==> src/rtl/axi_rr_bridge.sv <==
// Round-robin bridge from NUM_PORTS SRAM-style requesters to one AXI4 master, single beat, one transaction in flight.
// Latency: grant->AXI valid 1 cycle, final response->p_ack 1 cycle; AXI backpressure stalls the granted requester (p_req held).
module axi_rr_bridge #(
  parameter int NUM_PORTS = 2,
  parameter int DATA_W    = 64,
  parameter int ADDR_W    = 32,
  parameter int ID_W      = 4
) (
  input  logic                          clk,
  input  logic                          rst_n,
  input  logic [NUM_PORTS-1:0]          p_req,
  input  logic [NUM_PORTS*DATA_W/8-1:0] p_we,
  input  logic [NUM_PORTS*ADDR_W-1:0]   p_addr,
  input  logic [NUM_PORTS*DATA_W-1:0]   p_wdata,
  output logic [NUM_PORTS*DATA_W-1:0]   p_rdata,
  output logic [NUM_PORTS-1:0]          p_ack,
  output logic [NUM_PORTS-1:0]          p_err,
  output logic                          awvalid,
  input  logic                          awready,
  output logic [ADDR_W-1:0]             awaddr,
  output logic [ID_W-1:0]               awid,
  output logic [7:0]                    awlen,
  output logic [2:0]                    awsize,
  output logic [1:0]                    awburst,
  output logic                          wvalid,
  input  logic                          wready,
  output logic [DATA_W-1:0]             wdata,
  output logic [DATA_W/8-1:0]           wstrb,
  output logic                          wlast,
  input  logic                          bvalid,
  output logic                          bready,
  input  logic [1:0]                    bresp,
  input  logic [ID_W-1:0]               bid,
  output logic                          arvalid,
  input  logic                          arready,
  output logic [ADDR_W-1:0]             araddr,
  output logic [ID_W-1:0]               arid,
  output logic [7:0]                    arlen,
  output logic [2:0]                    arsize,
  output logic [1:0]                    arburst,
  input  logic                          rvalid,
  output logic                          rready,
  input  logic [DATA_W-1:0]             rdata,
  input  logic [1:0]                    rresp,
  input  logic                          rlast,
  input  logic [ID_W-1:0]               rid
);

  localparam int STRB_W = DATA_W / 8;
  localparam int PIDX_W = (NUM_PORTS > 1) ? $clog2(NUM_PORTS) : 1;
  localparam logic [2:0] AXI_SIZE = 3'($clog2(STRB_W));
  localparam logic [ADDR_W-1:0] ALIGN_MASK = ~ADDR_W'(STRB_W - 1);

  typedef struct packed {
    logic [ADDR_W-1:0] addr;
    logic [STRB_W-1:0] we;
    logic [DATA_W-1:0] wdata;
  } req_t;

  typedef enum logic [2:0] {S_IDLE, S_AR, S_R, S_AWW, S_B, S_DONE} state_t;

  state_t                           state, state_nxt;
  req_t                             req_q, sel_req;
  logic [PIDX_W-1:0]                gnt_q, gnt_sel, rr_ptr, rr_nxt, arb_idx;
  logic                             gnt_vld, err_q, aw_done, w_done;
  logic [NUM_PORTS-1:0][DATA_W-1:0] rdata_q;
  logic                             unused_resp;

  // Scan from the lowest priority up so the highest-priority requester is written last.
  always_comb begin
    gnt_vld = 1'b0;
    gnt_sel = rr_ptr;
    arb_idx = '0;
    for (int i = NUM_PORTS - 1; i >= 0; i--) begin
      arb_idx = PIDX_W'((int'(rr_ptr) + i) % NUM_PORTS);
      if (p_req[arb_idx]) begin
        gnt_vld = 1'b1;
        gnt_sel = arb_idx;
      end
    end
    sel_req.addr  = p_addr[int'(gnt_sel)*ADDR_W +: ADDR_W];
    sel_req.we    = p_we[int'(gnt_sel)*STRB_W +: STRB_W];
    sel_req.wdata = p_wdata[int'(gnt_sel)*DATA_W +: DATA_W];
    rr_nxt = (gnt_sel == PIDX_W'(NUM_PORTS - 1)) ? '0 : gnt_sel + PIDX_W'(1);
  end

  always_ff @(posedge clk) begin
    if (!rst_n) state <= S_IDLE;
    else        state <= state_nxt;
  end

  always_comb begin
    state_nxt = state;
    arvalid   = 1'b0;
    awvalid   = 1'b0;
    wvalid    = 1'b0;
    rready    = 1'b0;
    bready    = 1'b0;
    p_ack     = '0;
    p_err     = '0;
    case (state)
      S_IDLE: if (gnt_vld) state_nxt = (|sel_req.we) ? S_AWW : S_AR;
      S_AR: begin
        arvalid = 1'b1;
        if (arready) state_nxt = S_R;
      end
      S_R: begin
        rready = 1'b1;
        if (rvalid && rlast) state_nxt = S_DONE;
      end
      S_AWW: begin
        awvalid = !aw_done;
        wvalid  = !w_done;
        if ((aw_done || awready) && (w_done || wready)) state_nxt = S_B;
      end
      S_B: begin
        bready = 1'b1;
        if (bvalid) state_nxt = S_DONE;
      end
      S_DONE: begin
        p_ack[gnt_q] = 1'b1;
        p_err[gnt_q] = err_q;
        state_nxt    = S_IDLE;
      end
      default: state_nxt = S_IDLE;
    endcase
  end

  // With a single transaction outstanding the response ID is redundant; a mismatch is reported as an error.
  always_ff @(posedge clk) begin
    if (!rst_n) begin
      gnt_q   <= '0;
      rr_ptr  <= '0;
      req_q   <= '0;
      err_q   <= 1'b0;
      aw_done <= 1'b0;
      w_done  <= 1'b0;
      rdata_q <= '0;
    end else begin
      case (state)
        S_IDLE: if (gnt_vld) begin
          gnt_q   <= gnt_sel;
          req_q   <= sel_req;
          rr_ptr  <= rr_nxt;
          err_q   <= 1'b0;
          aw_done <= 1'b0;
          w_done  <= 1'b0;
        end
        S_R: if (rvalid && rlast) begin
          rdata_q[gnt_q] <= rdata;
          err_q          <= rresp[1] | (rid != ID_W'(gnt_q));
        end
        S_AWW: begin
          if (awready) aw_done <= 1'b1;
          if (wready)  w_done  <= 1'b1;
        end
        S_B: if (bvalid) err_q <= bresp[1] | (bid != ID_W'(gnt_q));
        default: ;
      endcase
    end
  end

  assign araddr      = req_q.addr & ALIGN_MASK;
  assign awaddr      = req_q.addr & ALIGN_MASK;
  assign arid        = ID_W'(gnt_q);
  assign awid        = ID_W'(gnt_q);
  assign arlen       = 8'd0;
  assign awlen       = 8'd0;
  assign arsize      = AXI_SIZE;
  assign awsize      = AXI_SIZE;
  assign arburst     = 2'b01;
  assign awburst     = 2'b01;
  assign wdata       = req_q.wdata;
  assign wstrb       = req_q.we;
  assign wlast       = 1'b1;
  assign p_rdata     = rdata_q;
  assign unused_resp = rresp[0] ^ bresp[0];

endmodule

==> config.mk <==
export PLATFORM = sky130hd
export DESIGN_NAME = axi_rr_bridge
export DESIGN_NICKNAME = d
export VERILOG_FILES = /design/src/rtl/axi_rr_bridge.sv
export SDC_FILE = /design/constraint.sdc
export NUM_CORES = 1
export LEC_CHECK = 0
export ABC_AREA = 1
export BUFFER_PORTS_ARGS = -buffer_cell sky130_fd_sc_hd__clkbuf_2
export CAP_MARGIN = 10
export CELL_PAD_IN_SITES_DETAIL_PLACEMENT = 0
export CELL_PAD_IN_SITES_GLOBAL_PLACEMENT = 1
export CORE_AREA = 2 2 234 236
export CTS_CLUSTER_DIAMETER = 80
export DETAILED_ROUTE_END_ITERATION = 7
export DIE_AREA = 0 0 236 238
export GPL_TIMING_DRIVEN = 0
export PLACE_DENSITY_LB_ADDON = 0.3
export SLEW_MARGIN = 15
export SYNTH_ARGS = -nofsm -noshare
export SYNTH_HDL_FRONTEND = slang
export SYNTH_SLANG_ARGS = --single-unit
==> constraint.sdc <==
create_clock -name clk -period 1.3 [get_ports clk]
set_input_delay 0.195 -clock clk [delete_from_list [all_inputs] [get_ports clk]]
set_output_delay 0.195 -clock clk [all_outputs]
set_load 0.01 [all_outputs]
### Yosys cells after proc, flatten, opt, wreduce, memory -nomap -nowiden

Index checks and enable logic that the tools add are counted.

| word-level totals | value |
|---|---|
| bits in registers | 240 |
| input port bits | 294 |

| operators by class | value |
|---|---|
| add/subtract/negate cells | 2 |
| magnitude comparators | 4 |
| equal/unequal tests | 14 |
| shifts and indexed selects | 3 |
| multiplexer cells | 36 |
| bitwise logic cells | 3 |
| reduce and logical (&&, ||, !) cells | 17 |

Operators with widths:

| kind | number |
|---|---|
| bitwise mux 128 bit | 1 |
| variable part select 128 x 8 -> 64 bit | 1 |
| demux 64 bit (select 1 bit) | 1 |
| two-way mux 64 bit | 1 |
| variable part select 64 x 7 -> 32 bit | 1 |
| two-way mux 1 bit | 20 |
| variable part select 16 x 5 -> 8 bit | 1 |
| two-way mux 3 bit | 5 |
| one-hot mux 3 bit (5 select lines) | 1 |
| != test 2 bit (second input constant) | 7 |
| != test 4 x 1 -> 1 bit | 2 |
| OR reduction 8 bit | 1 |
| == test 3 x 2 -> 1 bit (second input constant) | 2 |
| == test 3 bit (second input constant) | 2 |
| < comparator 1 x 2 -> 1 bit (second input constant) | 3 |
| two-way mux 2 bit | 3 |
| AND reduction 3 bit | 2 |
| AND reduction 5 bit | 1 |
| one-hot mux 1 bit (2 select lines) | 2 |
| AND reduction 2 bit | 2 |
| AND reduction 4 bit | 1 |
| == test 3 x 1 -> 1 bit (second input constant) | 1 |
| logical AND 1 bit | 3 |
| logical NOT 3 bit | 1 |
| other kinds (10) | 14 |

### Depth between registers and ports, before layout

| depth | value |
|---|---|
| word-level depth | 10 |
| gate-level depth with buffers | 10 |
| gate-level depth less buffers | 10 |

### Worst setup path before layout

Ideal clock, no wire load.

| path | value |
|---|---|
| kind | register to register |
| start point | register state[0] |
| end point | register rdata_q, in the netlist p_rdata[100] |
| data arrival time | 1.323 ns |
| required time | 1.172 ns |
| slack | -0.151 ns |
| cell stages (with the launch flop) | 8 |
| path buffers | 2 |
| clock period less this slack | 1.451 ns |
| path through | dfxtp_1 inv_2 nand3_1 inv_1 nand3_1 buf_2 clkbuf_1 a21oi_1 |

| between the ends | value |
|---|---|
| cells in the longest elaborated chain, start to end | 2 |

RTL lines:

| element | line | RTL |
|---|---|---|
| from (decl) | 62 | `state_t state, state_nxt;` |
| from (signal assigned) | 89 | `else state <= state_nxt;` |
| == test 3 x 2 -> 1 bit | 140 | `case (state)` |
| AND reduction 2 bit (no line) | - |  |
| to (signal, indexed assignment) | 150 | `rdata_q[gnt_q] <= rdata;` |
| to (decl) | 66 | `logic [NUM_PORTS-1:0][DATA_W-1:0] rdata_q;` |

Every way passes these cells.
A chain may end at the register's enable or synchronous reset.

### Worst setup path in the final report

| path | value |
|---|---|
| start point | register state[2] |
| end point | register req_q, in the netlist wdata[49] |

| between the ends | value |
|---|---|
| cells in the longest elaborated chain, start to end | 2 |

RTL lines:

| element | line | RTL |
|---|---|---|
| logical NOT 3 bit | 140 |  |
| AND reduction 2 bit (no line) | - |  |
| to (signal assigned) | 143 | `req_q <= sel_req;` |
| to (decl) | 63 | `req_t req_q, sel_req;` |

Every way passes these cells.

==> results_dict.tcl <==
set metrics [dict create \
    rows 85 \
    grtUsageTotal_pct 17.0 \
    clkSlewWorstSetupHoldPaths_ns 0.06 \
    clock-skew-final_ns 0.0139 \
    setup_viol 269 \
    cp-end-kind "flop" \
    drc 0 \
    fmax_mhz 586 \
    cts_root_buf "clkbuf_16" \
    crit_chain "inv_4 -> nand2_4 -> nor3_4 -> inv_2 -> nor2_4 -> buf_12 -> clkbuf_16 -> clkbuf_16 -> nand2_2 -> a31oi_1" \
    ys_top_cells_by_area "dfxtp_1 (49%), nand2_1 (12%), o21ai_0 (7.3%), a21oi_1 (7.0%), buf_4 (6.1%)" \
    rsz0062_at_grt "yes" \
    hpwl_um 38500 \
    gp_congestion 0.839 \
    worst-path-stages 10 \
    clock_path_buffers 3 \
    drt-initial-drc-count 413 \
    yosysSeqAreaShare_pct 48.8 \
    syn_inst 1292 \
    routed_via_density 4.14 \
    ios 602 \
    crit_top_cell "clkbuf_16" \
    whs_path_depth 5 \
    via_count 12200 \
    nets 2536 \
    cp_num_buf_inv 5 \
    fp.dieW_um 236 \
    clk_latency_ns 0.57 \
    cellPowerDensity_nw_per_um2 1610 \
    port_buffers 554 \
    cts.sinks 237 \
    yosysTopAreaCellShare_pct 48.8 \
    numCtsBuffers 29 \
    power_w 0.0331 \
    arrival_ns 2.18 \
    synth-seq-cells 237 \
    timing.final.crit_share_pct 131 \
    critPathSlowestCell "dfxtp_4" \
    synth_flop_cell "dfxtp_1" \
    slowest_delay_ns 0.36 \
    die_y_um 238 \
    outcome "finished, violations left" \
    grt_pass1_wl_um 73700 \
    coreArea_um2 53500 \
    syn2layout_area_growth_pct 111 \
    synth_warnings 0 \
    cap_violations 0 \
    max_slew_margin_pct 40.0 \
    hold_ws_ns 0.0227 \
    antenna_found_initial 1 \
    critPathTopFamily "buffers and inverters" \
    slew_viol_final 0 \
    violations "negative setup slack" \
    final_antenna_net_count 0 \
    worst_pin_slew_ns 0.899 \
    vdd_ir_drop_max_mv 1.04 \
    start_kind "flop" \
    hold_violations 0 \
    drive_gt1_share_pct 50.3 \
    h-tree-depth 1 \
    synthArstFlopShare_pct 0 \
    avgSynthCellArea_um2 7.53 \
    synth.cell_area_um2 9720 \
    required_ns 1.77 \
    synth-edff-count 0 \
    cts_tree "built" \
    synth_cell_types 24 \
    cp_max_fo 6 \
    post_drt_wl_per_cell_um 17.9 \
    firstDrtPassIters 7 \
    synth_top_cell_by_area "dfxtp_1" \
    grt_max_degree 15 \
    start_util_pct 18.2 \
    die-area_um2 56200 \
    hold_class "primary input to flop" \
    worstRegToRegCells 10 \
    fin_ws_ns -0.407 \
    grt_pass1_vias 12000 \
    layout_min_cycle_time_ns 1.71 \
    wirelength_um 52900 \
    p_leak_nw 9.08 \
    overflow 0 \
    path_class "flop to flop" \
]
flip-flops by register name, indices dropped and copies added, names as in the netlist:
name / flops
err_q: 1
wstrb: 8
state: 3
rr_ptr: 1
w_done: 1
araddr: 29
aw_done: 1
wdata: 64
p_rdata: 128
gnt_q: 1
cells in the mapped netlist (all sizes together) (4+ instances only):
cell,instances
nor2,19
clkbuf,39
dfxtp,237
nand3b,4
o21ai,142
buf,116
inv,155
nor3,5
a21oi,136
a31oi,94
nand2,323
nand3,14
cells in the final DEF (no fill, tap or decap), types with 7 or more instances in the layout:
master,instances
buf_4,101
nor2_2,7
clkbuf_8,9
dfxtp_4,15
buf_12,31
clkbuf_2,462
nand2_2,61
a21oi_2,39
dfxtp_2,48
a21oi_1,95
dfxtp_1,174
conb_1,39
a31oi_1,91
clkbuf_16,45
nand3_1,7
dlygate4sd3_1,262
o21ai_2,98
nor2_1,7
nand2_4,18
inv_1,147
clkbuf_1,26
o21ai_1,18
nand2_1,244
o21ai_0,7
buf_16,7
buf_6,93
buf_2,28
buf_8,14
o21ai_4,19
tightest hold or removal path, delay by kind of cell:
family	cells	cell delay, ns
compound gates	1	0.06
buf+inv	2	0.12
simple gates	2	0.16
metrics by stage:
stage / util, % / setup WS (ns) / TNS (ns) / instance area, um2 / instances
2_1_floorplan: - / -0.114 / -9.27 / 9900 / 1329
3_3_place_gp: 25.3 / -0.841 / -135.25 / 13500 / 2579
3_5_place_dp: 25.3 / -0.888 / -136.52 / 13500 / 2579
4_1_cts: 34.6 / -0.528 / -85.53 / 18500 / 2927
5_1_grt: 38.4 / -0.512 / -88.87 / 20600 / 2959
6_report: 38.4 / -0.407 / -69.72 / 20600 / 2959
report_power, final:
part	switching [W]	internal, W
clock	0.00333	0.00520
sequential	0.00101	0.00877
combinational	0.00748	0.00729
total	0.0118	0.0213
worst paths after layout:
kind                                   end                     start  slack (ns)
hold / removal       wstrb[6]$_SDFFE_PN0P_                  p_we[14]        0.02
setup / recovery    wdata[49]$_SDFFE_PN0P_     state[2]$_SDFFE_PN0P_       -0.41
setup reg to reg    wdata[49]$_SDFFE_PN0P_     state[2]$_SDFFE_PN0P_       -0.41
hold reg to reg   p_rdata[99]$_SDFFE_PN0P_  p_rdata[99]$_SDFFE_PN0P_        0.44
routing by layer:
layer,vias up,track usage [%],part of all wire [%]
li1,6010,-,-
met1,5735,19.7,39
met2,427,31.1,51
met3,70,3.74,5.6
met4,0,5.54,3.5
met5,-,0,0
cell type report:
| cell class | instances | area (um2) |
|---|---|---|
| Clock buffer | 42 | 835 |
| Buffer | 146 | 1510 |
| Sequential cell | 237 | 4860 |
| Antenna cell | 1 | 2.50 |
| Fill cell | 5450 | 32900 |
| Inverter | 155 | 593 |
| Clock inverter | 9 | 151 |
| Timing Repair Buffer | 891 | 6910 |
| Tap cell | 696 | 871 |
| Multi-Input combinational cell | 782 | 4820 |
repair_timing:
action	in CTS	in global routing
hold endpoints to repair	231	0
cloned	12	15
pin swaps	15	70
buffers inserted	23	31
setup endpoints to repair	333	376
hold buffers	262	0
resized for setup	286	680
cell families after synthesis:
family / Yosys count / share of synthesized area (%)
simple gates: 367 / 14.9
xor+xnor: 2 / 0.180
flops: 237 / 48.8
other cells: 2 / 0.0772
buf+inv: 310 / 15.6
compound gates: 374 / 20.5
No activity file was read; power rests on OpenSTA's default activity.
